$ cat config.mk
export PLATFORM = sky130hd
export DESIGN_NAME = apb4_reg_bridge_flat
export DESIGN_NICKNAME = d
export VERILOG_FILES = /design/src/rtl/apb4_bridge_pkg.sv /design/src/rtl/apb4_reg_bridge_if.sv /design/src/rtl/apb4_ch_decoder.sv /design/src/rtl/apb4_reg_bridge.sv /design/src/flat_wrapper.sv
export SDC_FILE = /design/constraint.sdc
export NUM_CORES = 1
export LEC_CHECK = 0
export CAP_MARGIN = 30
export CORE_AREA = 2 2 124 126
export CTS_BUF_LIST = sky130_fd_sc_hd__clkbuf_16
export DETAILED_ROUTE_END_ITERATION = 8
export DIE_AREA = 0 0 126 128
export PLACE_DENSITY = 0.71
export SLEW_MARGIN = 25
export SYNTH_ARGS = -nofsm -noshare
export SYNTH_HDL_FRONTEND = slang
export SYNTH_SLANG_ARGS = --single-unit
$ cat constraint.sdc
create_clock -name clk -period 1.7 [get_ports clk]
set_input_delay 0.34 -clock clk [delete_from_list [all_inputs] [get_ports clk]]
set_output_delay 0.34 -clock clk [all_outputs]
set_load 0.02 [all_outputs]
$ cat src/rtl/apb4_bridge_pkg.sv
// rtl/apb4_bridge_pkg.sv - shared types and helpers for the APB4 register bridge
package apb4_bridge_pkg;

    typedef enum logic [1:0] {
        IDLE = 2'd0,
        REQ  = 2'd1,
        WAIT = 2'd2,
        RESP = 2'd3
    } state_e;

    // Widest strobe vector the expansion helper handles; callers truncate the result.
    localparam int MAX_STRB_W = 128;

    // Channel-select width; a single channel still gets one index bit.
    function automatic int ch_sel_w(input int n_ch);
        return (n_ch > 1) ? $clog2(n_ch) : 1;
    endfunction

    // Replicate every byte strobe across its eight data bits.
    function automatic logic [MAX_STRB_W*8-1:0] strb_to_biten(input logic [MAX_STRB_W-1:0] strb);
        logic [MAX_STRB_W*8-1:0] biten;
        biten = '0;
        for (int i = 0; i < MAX_STRB_W; i++) begin
            biten[i*8 +: 8] = {8{strb[i]}};
        end
        return biten;
    endfunction

endpackage

$ cat src/rtl/apb4_reg_bridge_if.sv
// rtl/apb4_reg_bridge_if.sv - APB4 port bundle between fabric and bridge
interface apb4_reg_bridge_if #(
    parameter int ADDR_WIDTH = 32,
    parameter int DATA_WIDTH = 32
);
    logic                    psel;
    logic                    penable;
    logic                    pwrite;
    logic [ADDR_WIDTH-1:0]   paddr;
    logic [2:0]              pprot;
    logic [DATA_WIDTH-1:0]   pwdata;
    logic [DATA_WIDTH/8-1:0] pstrb;
    logic [DATA_WIDTH-1:0]   prdata;
    logic                    pready;
    logic                    pslverr;

    modport master (
        output psel, penable, pwrite, paddr, pprot, pwdata, pstrb,
        input  prdata, pready, pslverr
    );

    modport slave (
        input  psel, penable, pwrite, paddr, pprot, pwdata, pstrb,
        output prdata, pready, pslverr
    );
endinterface

$ cat src/rtl/apb4_ch_decoder.sv
// rtl/apb4_ch_decoder.sv - channel index and decode-error logic for the bridge
module apb4_ch_decoder #(
    parameter int ADDR_WIDTH  = 32,
    parameter int N_CH        = 4,
    parameter int CH_AW       = 8,
    parameter int CH_SEL_W    = 2,
    parameter int SECURE_ONLY = 0
) (
    input  logic [ADDR_WIDTH-1:0] paddr,
    input  logic [2:0]            pprot,
    output logic [CH_SEL_W-1:0]   ch,
    output logic                  dec_err
);
    logic idx_bad;
    logic high_bad;
    logic prot_bad;
    logic unused_prot;

    assign ch       = paddr[CH_AW +: CH_SEL_W];
    assign idx_bad  = 32'(ch) >= 32'(N_CH);
    // Any address bit above the channel field means the access is outside the bridge window.
    assign high_bad = (paddr >> (CH_AW + CH_SEL_W)) != '0;
    assign prot_bad = (SECURE_ONLY != 0) && pprot[1];
    assign dec_err  = idx_bad | high_bad | prot_bad;

    // Only the non-secure attribute matters here.
    assign unused_prot = &{1'b0, pprot[2], pprot[0]};
endmodule

$ cat src/rtl/apb4_reg_bridge.sv
// rtl/apb4_reg_bridge.sv - APB4 completer fanning out to N_CH register-bank channels
module apb4_reg_bridge
    import apb4_bridge_pkg::*;
#(
    parameter int ADDR_WIDTH  = 32,
    parameter int DATA_WIDTH  = 32,
    parameter int N_CH        = 4,
    parameter int CH_AW       = 8,
    parameter int TIMEOUT_CYC = 64,
    parameter int SECURE_ONLY = 0
) (
    input  logic                       clk,
    input  logic                       rst_n,
    apb4_reg_bridge_if.slave           apb,
    output logic [N_CH-1:0]            bus_req,
    output logic                       bus_req_is_wr,
    output logic [CH_AW-1:0]           bus_addr,
    output logic [DATA_WIDTH-1:0]      bus_wr_data,
    output logic [DATA_WIDTH-1:0]      bus_wr_biten,
    input  logic [N_CH-1:0]            bus_ready,
    input  logic [N_CH-1:0]            bus_err,
    input  logic [N_CH*DATA_WIDTH-1:0] bus_rd_data
);
    localparam int CH_SEL_W = ch_sel_w(N_CH);
    localparam int CNT_W    = (TIMEOUT_CYC > 0) ? $clog2(TIMEOUT_CYC + 1) : 1;

    state_e                  state_q, state_d;
    logic [CH_SEL_W-1:0]     dec_ch;
    logic                    dec_err;
    logic [CH_SEL_W-1:0]     ch_q;
    logic [CNT_W-1:0]        cnt_q;
    logic                    setup;
    logic                    sel_ready;
    logic                    sel_err;
    logic [DATA_WIDTH-1:0]   sel_rdata;
    logic                    timeout_hit;
    logic [DATA_WIDTH-1:0]   wr_biten;
    logic                    resp_err_d;
    logic [DATA_WIDTH-1:0]   resp_data_d;

    apb4_ch_decoder #(
        .ADDR_WIDTH  (ADDR_WIDTH),
        .N_CH        (N_CH),
        .CH_AW       (CH_AW),
        .CH_SEL_W    (CH_SEL_W),
        .SECURE_ONLY (SECURE_ONLY)
    ) u_dec (
        .paddr   (apb.paddr),
        .pprot   (apb.pprot),
        .ch      (dec_ch),
        .dec_err (dec_err)
    );

    assign setup       = apb.psel & ~apb.penable;
    assign sel_ready   = bus_ready[ch_q];
    assign sel_err     = bus_err[ch_q];
    assign sel_rdata   = bus_rd_data[ch_q*DATA_WIDTH +: DATA_WIDTH];
    assign timeout_hit = (TIMEOUT_CYC != 0) && (cnt_q == CNT_W'(TIMEOUT_CYC - 1));
    assign wr_biten    = DATA_WIDTH'(strb_to_biten(MAX_STRB_W'(apb.pstrb)));

    // Next state plus the response that will be presented if RESP is entered.
    always_comb begin
        state_d     = state_q;
        resp_err_d  = 1'b0;
        resp_data_d = '0;
        case (state_q)
            IDLE: begin
                if (setup) begin
                    if (dec_err) begin
                        state_d    = RESP;
                        resp_err_d = 1'b1;
                    end else begin
                        state_d = REQ;
                    end
                end
            end
            REQ, WAIT: begin
                if (!apb.psel) begin
                    state_d = IDLE;
                end else if (sel_ready) begin
                    state_d     = RESP;
                    resp_err_d  = sel_err;
                    resp_data_d = (sel_err || bus_req_is_wr) ? '0 : sel_rdata;
                end else if (state_q == WAIT && timeout_hit) begin
                    state_d    = RESP;
                    resp_err_d = 1'b1;
                end else begin
                    state_d = WAIT;
                end
            end
            RESP:    state_d = IDLE;
            default: state_d = IDLE;
        endcase
    end

    // State register and registered APB response / request pulse.
    always_ff @(posedge clk) begin
        if (!rst_n) begin
            state_q     <= IDLE;
            apb.pready  <= 1'b0;
            apb.pslverr <= 1'b0;
            apb.prdata  <= '0;
            bus_req     <= '0;
        end else begin
            state_q     <= state_d;
            apb.pready  <= (state_d == RESP);
            apb.pslverr <= resp_err_d;
            apb.prdata  <= resp_data_d;
            bus_req     <= (state_d == REQ) ? (N_CH'(1) << dec_ch) : '0;
        end
    end

    // Transfer attributes are captured once at setup and held until the next setup.
    always_ff @(posedge clk) begin
        if (!rst_n) begin
            ch_q          <= '0;
            bus_req_is_wr <= 1'b0;
            bus_addr      <= '0;
            bus_wr_data   <= '0;
            bus_wr_biten  <= '0;
        end else if (state_q == IDLE && setup) begin
            ch_q          <= dec_ch;
            bus_req_is_wr <= apb.pwrite;
            bus_addr      <= apb.paddr[CH_AW-1:0];
            bus_wr_data   <= apb.pwdata;
            bus_wr_biten  <= apb.pwrite ? wr_biten : '0;
        end
    end

    // Wait-state counter: zero outside WAIT, counts up and saturates inside it.
    always_ff @(posedge clk) begin
        if (!rst_n || state_q != WAIT) begin
            cnt_q <= '0;
        end else if (cnt_q != {CNT_W{1'b1}}) begin
            cnt_q <= cnt_q + 1'b1;
        end
    end
endmodule
$ cat src/flat_wrapper.sv
// flat-port wrapper written by rule: the top's interface ports become plain ports
module apb4_reg_bridge_flat import apb4_bridge_pkg::*;
#(
    parameter int ADDR_WIDTH  = 32,
    parameter int DATA_WIDTH  = 32,
    parameter int N_CH        = 4,
    parameter int CH_AW       = 8,
    parameter int TIMEOUT_CYC = 64,
    parameter int SECURE_ONLY = 0
)
  (clk, rst_n, bus_req, bus_req_is_wr, bus_addr, bus_wr_data, bus_wr_biten, bus_ready, bus_err, bus_rd_data, apb_psel, apb_penable, apb_pwrite, apb_paddr, apb_pprot, apb_pwdata, apb_pstrb, apb_prdata, apb_pready, apb_pslverr);
  apb4_reg_bridge_if #(.ADDR_WIDTH(ADDR_WIDTH), .DATA_WIDTH(DATA_WIDTH)) apb_i ();
  input  logic clk;
  input  logic rst_n;
  output logic [N_CH-1:0] bus_req;
  output logic bus_req_is_wr;
  output logic [CH_AW-1:0] bus_addr;
  output logic [DATA_WIDTH-1:0] bus_wr_data;
  output logic [DATA_WIDTH-1:0] bus_wr_biten;
  input  logic [N_CH-1:0] bus_ready;
  input  logic [N_CH-1:0] bus_err;
  input  logic [N_CH*DATA_WIDTH-1:0] bus_rd_data;
  input wire logic [$bits(apb_i.psel)-1:0] apb_psel;
  input wire logic [$bits(apb_i.penable)-1:0] apb_penable;
  input wire logic [$bits(apb_i.pwrite)-1:0] apb_pwrite;
  input wire logic [$bits(apb_i.paddr)-1:0] apb_paddr;
  input wire logic [$bits(apb_i.pprot)-1:0] apb_pprot;
  input wire logic [$bits(apb_i.pwdata)-1:0] apb_pwdata;
  input wire logic [$bits(apb_i.pstrb)-1:0] apb_pstrb;
  output wire logic [$bits(apb_i.prdata)-1:0] apb_prdata;
  output wire logic [$bits(apb_i.pready)-1:0] apb_pready;
  output wire logic [$bits(apb_i.pslverr)-1:0] apb_pslverr;
  assign apb_i.psel = apb_psel;
  assign apb_i.penable = apb_penable;
  assign apb_i.pwrite = apb_pwrite;
  assign apb_i.paddr = apb_paddr;
  assign apb_i.pprot = apb_pprot;
  assign apb_i.pwdata = apb_pwdata;
  assign apb_i.pstrb = apb_pstrb;
  assign apb_prdata = apb_i.prdata;
  assign apb_pready = apb_i.pready;
  assign apb_pslverr = apb_i.pslverr;
  apb4_reg_bridge #(.ADDR_WIDTH(ADDR_WIDTH), .DATA_WIDTH(DATA_WIDTH), .N_CH(N_CH), .CH_AW(CH_AW), .TIMEOUT_CYC(TIMEOUT_CYC), .SECURE_ONLY(SECURE_ONLY)) u_core (.clk(clk), .rst_n(rst_n), .apb(apb_i), .bus_req(bus_req), .bus_req_is_wr(bus_req_is_wr), .bus_addr(bus_addr), .bus_wr_data(bus_wr_data), .bus_wr_biten(bus_wr_biten), .bus_ready(bus_ready), .bus_err(bus_err), .bus_rd_data(bus_rd_data));
endmodule
After elaboration in Yosys (flattened, before gate mapping). Cells that the tools add are included.

Bits of input ports: 212. Output and inout bits: 111. Bits in registers: 122. Logic and storage cells: 56.

Reduce and logical (&&, ||, !) cells: 10. Order comparisons: 1. Shifts and indexed selects: 2. Muxes and demuxes: 17. $add $sub $neg: 1. Eq/ne operators: 8. Bitwise gates (word level): 6.

Operators with widths (number): $shiftx 128x8->32 (1); $mux 32 (1); $reduce_bool 32->1 (1); $mux 1 (8); $mux 2 (4); $add 7x1->7 const B (1); $eq 7x6->1 const B (1); $ne 7x7->1 const B (1); $eq 2x2->1 const B (3); $pmux 2 s3 (1); $not 1->1 (5); $reduce_or 5->1 (1); $bmux 1 s2 (2); $eq 2x1->1 const B (2); $shl 1x2->4 const A (1); $lt 2x3->1 const B (1); $logic_and 1x1->1 (2); $logic_not 2->1 (1); $logic_or 1x1->1 (2); $ne 2x2->1 const B (1); $pmux 1 s2 (1); $reduce_and 2->1 (1); $reduce_or 2->1 (1); $and 1x1->1 (1); $logic_not 1->1 (1).

Logic depth before layout (Yosys ltp).
Depth in word-level cells: 8. Mapped depth: 7. Depth with buffers taken out: 5.

Cells and area by module. A second synthesis with hierarchy kept.

Cell total of the unflattened synthesis: 428. Area, all modules: 4390.5 um^2.

By module, submodules not included: apb4_reg_bridge (seq. area each 1881.8 um^2, cells an instance 419, instances 1, area an instance 4329.2 um^2); apb4_ch_decoder (seq. area each 0.0 um^2, cells an instance 9, instances 1, area an instance 61.3 um^2).

Least setup slack after synthesis. Ideal clock, no wire load.

Path type: register -> register. Start point: register u_core.ch_q[0]. End point: register u_core.apb.prdata[0]. Data arrival time: 1.521 ns. Period minus slack after synthesis: 1.581 ns. Data required time: 1.640 ns. Library setup time: 0.060 ns. Setup slack: 0.119 ns. Cell stages (with the launch flop): 6. Path buffers: 2. Cells stage by stage: dfxtp_1 -> buf_6 -> mux4_2 -> nor4_4 -> buf_6 -> and3_1.

Word-level cells in the longest chain between the ends: 4. Elaborated cells on any way between the ends: 8. Those cells by class: shift (1); mux (4); bitwise (1); reduce/logical (2).

RTL lines: start: declaration (line apb4_reg_bridge.sv:30) `logic [CH_SEL_W-1:0] ch_q;`; start signal: assignment (line apb4_reg_bridge.sv:122) `ch_q <= dec_ch;`; branches (longest 4 deep; another with $shiftx 128x8->32); end signal: assignment (line apb4_reg_bridge.sv:108) `apb.prdata <= resp_data_d;`; end: declaration (line apb4_reg_bridge_if.sv:24) `output prdata, pready, pslverr`.

Parallel ways; which one is timed is not known. The select of a mux whose other input is x is not followed. A chain may end at the register's enable or synchronous reset.

Worst setup path after layout.
Start point: register u_core.ch_q[0]. End point: register u_core.apb.prdata[3].

The elaborated chain is that of the path after synthesis.

==> qor.csv <==
stage,metric,value,unit
clocking,H-tree levels,3,
routing,antenna-violating nets left,0,
clocking,Clock Root Buffer,clkbuf_16,
routing,number of DRC markers in iteration 0,189,
timing,Final Skew,0.0109,ns
synth,Compound-Gate Fraction of Synth Area,8.14,%
clocking,clk_lat worst skew,0.35,ns
synth,Synth Area per Inst,9.98,um2
timing,f_max,585,MHz
synth,top_reg_cell synth,dfxtp_1,
critical_path,R2R setup slack,-0.01,ns
critical_path,Critical Setup Path Class,reg -> reg,
timing,min Tclk post-route,1.71,ns
synth,Synth Area in Simple Gates,18.0,%
hold_path,Hold Crit Start,u_core.bus_wr_data[22],
critical_path,"Critical Path, Cell by Cell","mux4_2, nor4_4, buf_6, clkbuf_16, and3_1",
global_route,vias in the first global route,4360,
floorplanning,core area,14900,um2
critical_path,Max Fanout on Critical Path,8,
global_route,GR Overflow Total,0,
timing,Final Slew Violations,0,
routing,drt pass-1 iters,4,
global_route,initial antenna violation count,2,
synth,most common cell in the synthesized netlist,nand2_1,
clocking,CTS buffer count,9,
routing,detailed-route wire length per cell,17.4,um
synth,largest family of logic cells by synthesized area,multiplexers,
clocking,worst-case clock buffer depth,2,
critical_path,Worst Path Buf+Inv,2,
critical_path,crit path launch,u_core.ch_q[0],
placed_design,post-DP HPWL,12.4,mm
synth,Synthesized Nets,645,
synth,"area leader, netlist",dfxtp_1,
timing,setup ws final,-0.00981,ns
final_layout,ant diodes,0,
synth,Post-Syn Area,4270,um2
routing,routed vias,4350,
floorplanning,Die ar.,16100,um2
pwr,Lkg Pwr,3.17,nW
clocking,clock transition at the registers of the reported paths,0.07,ns
critical_path,Worst EP required,1.99,ns
placed_design,GPL Wtd Cong,0.843,
critical_path,crit path launch type,register,
pwr,pwr/cell area,713,nW/um2
critical_path,Critical Path AT,2.00,ns
synth,Async SR Flop Fraction,0,%
timing,actual slew at the worst max-slew pin,0.377,ns
critical_path,"slowest stage delay, CP",0.57,ns
run_status,status,finished with violations,
synth,Post-synth EDFFs,0,
hold_path,Hold EP,u_core.bus_wr_data[22],
timing,Tcrit/Tclk final,101,%
floorplanning,Top Ports,323,
global_route,largest net degree at the start of global routing,46,
pwr,Worst VDD drop,469,uV
synth,synth unique cells,37,
floorplanning,Initial Utilization,28.7,%
critical_path,Crit path max-delay family,multiplexers,
synth,Post-Synth Adder-Cell Area,1.46,%
synth,post-synthesis xor/xnor area fraction,0.820,%
routing,DRT Wirelength,15.9,mm
synth,Ys Warns,0,
synth,mux cell area share after synthesis,18.5,%
floorplanning,Std-Cell Rows,45,
synth,Yosys top cell area share,44.1,%
synth,Mapped Cells,428,
timing,Final Hold Viols,0,
critical_path,FF-to-FF Start,u_core.ch_q[0],
pwr,Final Total Pwr,0.00562,W
final_layout,share of cells above drive strength 1,10.7,%
critical_path,worst reg2reg endpoint,u_core.apb.prdata[3],
timing,setup repair after global routing missed its margin,true,
global_route,first-pass GRT wire length,23.4,mm
synth,largest cells by area after synthesis,"dfxtp_1 44%, mux4_2 17%, nand2_1 8.4%, a21oi_1 5.6%, buf_4 4.9%",
critical_path,Setup crit end kind,register,
synth,Yosys reg bits,94,
routing,DRC,0,
hold_path,worst hold-check path type,reg -> reg,
floorplanning,die height,128,um
timing,final setup vio count,10,
final_layout,Area Growth Syn to Fin,84.7,%
critical_path,slowest cell on the critical path,mux4_2,
synth,sequential area share after synthesis,44.1,%
routing,via/cell ratio,4.75,
timing,Max-slew headroom,74.7,%
run,Max Cap Violations,0,
clocking,CTS sink count,94,
clocking,CTS tree,built,
synth,Commonest cells post-synth,"96 x nand2_1, 94 x dfxtp_1, 48 x a21oi_1",
placed_design,Port Buffers,319,
run_status,failing checks,setup timing,
floorplanning,die width,126,um
global_route,gr usage total,18.7,%
final_layout,Post-layout nets,940,
hold_path,hold path cells,2,
critical_path,R2R depth,5,
timing,setup TNS,-0.0461,ns
==> what timing repair did <==
item	in CTS	in global routing
endpoints found under the setup margin	33	40
gates cloned	0	3
hold endpoints to repair	0	0
hold buffers	0	0
buffers inserted	0	3
gates resized for setup	33	9
pin swaps	0	2
==> layout by cell type (no fill, tap or decap), types with 2 or more instances in the layout <==
cell and instances:
o211a_1 2, nand2_1 96, inv_1 5, dlygate4sd2_1 33, buf_6 2, and4_1 2
nand3b_1 2, mux4_2 33, clkdlybuf4s50_1 280, ha_1 5, nand3_1 8, nor4_1 9
a31oi_1 3, xnor2_1 4, nor2_1 7, dlymetal6s2s_1 6, and3_1 32, clkbuf_16 11
mux2i_1 2, buf_4 17, clkinvlp_4 2, buf_12 4, a21oi_1 48, dfxtp_1 92
==> layout make-up <==
type | count | area, um2
Multi-Input combinational cell | 269 | 2010
Fill cell | 1331 | 6970
Sequential cell | 94 | 1890
Tap cell | 188 | 235
Clock inverter | 7 | 66.3
Inverter | 5 | 18.8
Timing Repair Buffer | 344 | 3450
Clock buffer | 9 | 225
==> state kept, by name, indices dropped and copies added, names as in the netlist <==
signal	cells
u_core.apb.prdata	32
u_core.apb.pready	1
u_core.apb.pslverr	1
u_core.bus_addr	8
u_core.bus_req	4
u_core.bus_req_is_wr	1
u_core.bus_wr_biten	4
u_core.bus_wr_data	32
u_core.ch_q	2
u_core.cnt_q	7
u_core.state_q	2
==> report_power, final <==
group	internal (W)	total, W	switching (W)
Clock	0.00113	0.00200	0.000872
Combinational	0.000794	0.00129	0.000500
Sequential	0.00228	0.00233	0.0000484
==> metal layers <==
layer / part of all wire [%] / routed length, um / track usage, %
met3: 9.3 / 1480 / 6.80
met5: 0.17 / 27 / 0
met2: 50 / 8040 / 31.7
met1: 38 / 6040 / 21.5
met4: 2.2 / 358 / 7.56
==> through the flow <==
stage / util, % / std cells / instance area [um2] / setup slack [ns] / hold slack (ns)
6_report: 53.1 / 916 / 7890 / -0.00981 / 0.454
5_1_grt: 53.1 / 916 / 7890 / -0.0438 / 0.476
4_1_cts: 52.3 / 910 / 7780 / 0.00904 / 0.455
3_5_place_dp: 50.6 / 894 / 7530 / -0.236 / 0.445
3_3_place_gp: 50.6 / 894 / 7530 / -0.191 / 0.441
2_1_floorplan: - / 428 / 4270 / 0.119 / 0.460
==> worst min-delay path, cell delays in order, from the launching register on <==
cell	delay, ns
dfxtp_1	0.31
nand2_1	0.05
a21oi_1	0.05
==> kinds of logic after synthesis <==
kind of cell / after synthesis
AOI/OAI and AO/OA: 62
xor gates and xnor gates: 4
and+or+nand+nor: 162
DFF: 94
adders and majority gates: 5
muxes: 36
buffers and inverters: 65
==> how the worst max path moves through the flow <==
stage | cells past startpoint | slack, ns | to
floorplan | 5 | 0.12 | u_core.apb.prdata[0]
detailed placement | 5 | -0.24 | u_core.bus_req[3]
CTS | 4 | 0.009 | u_core.apb.prdata[18]
global route | 5 | -0.04 | u_core.apb.prdata[27]
global placement | 5 | -0.19 | u_core.apb.prdata[14]
finish | 5 | -0.01 | u_core.apb.prdata[3]
(Power assumes the default switching activity.)
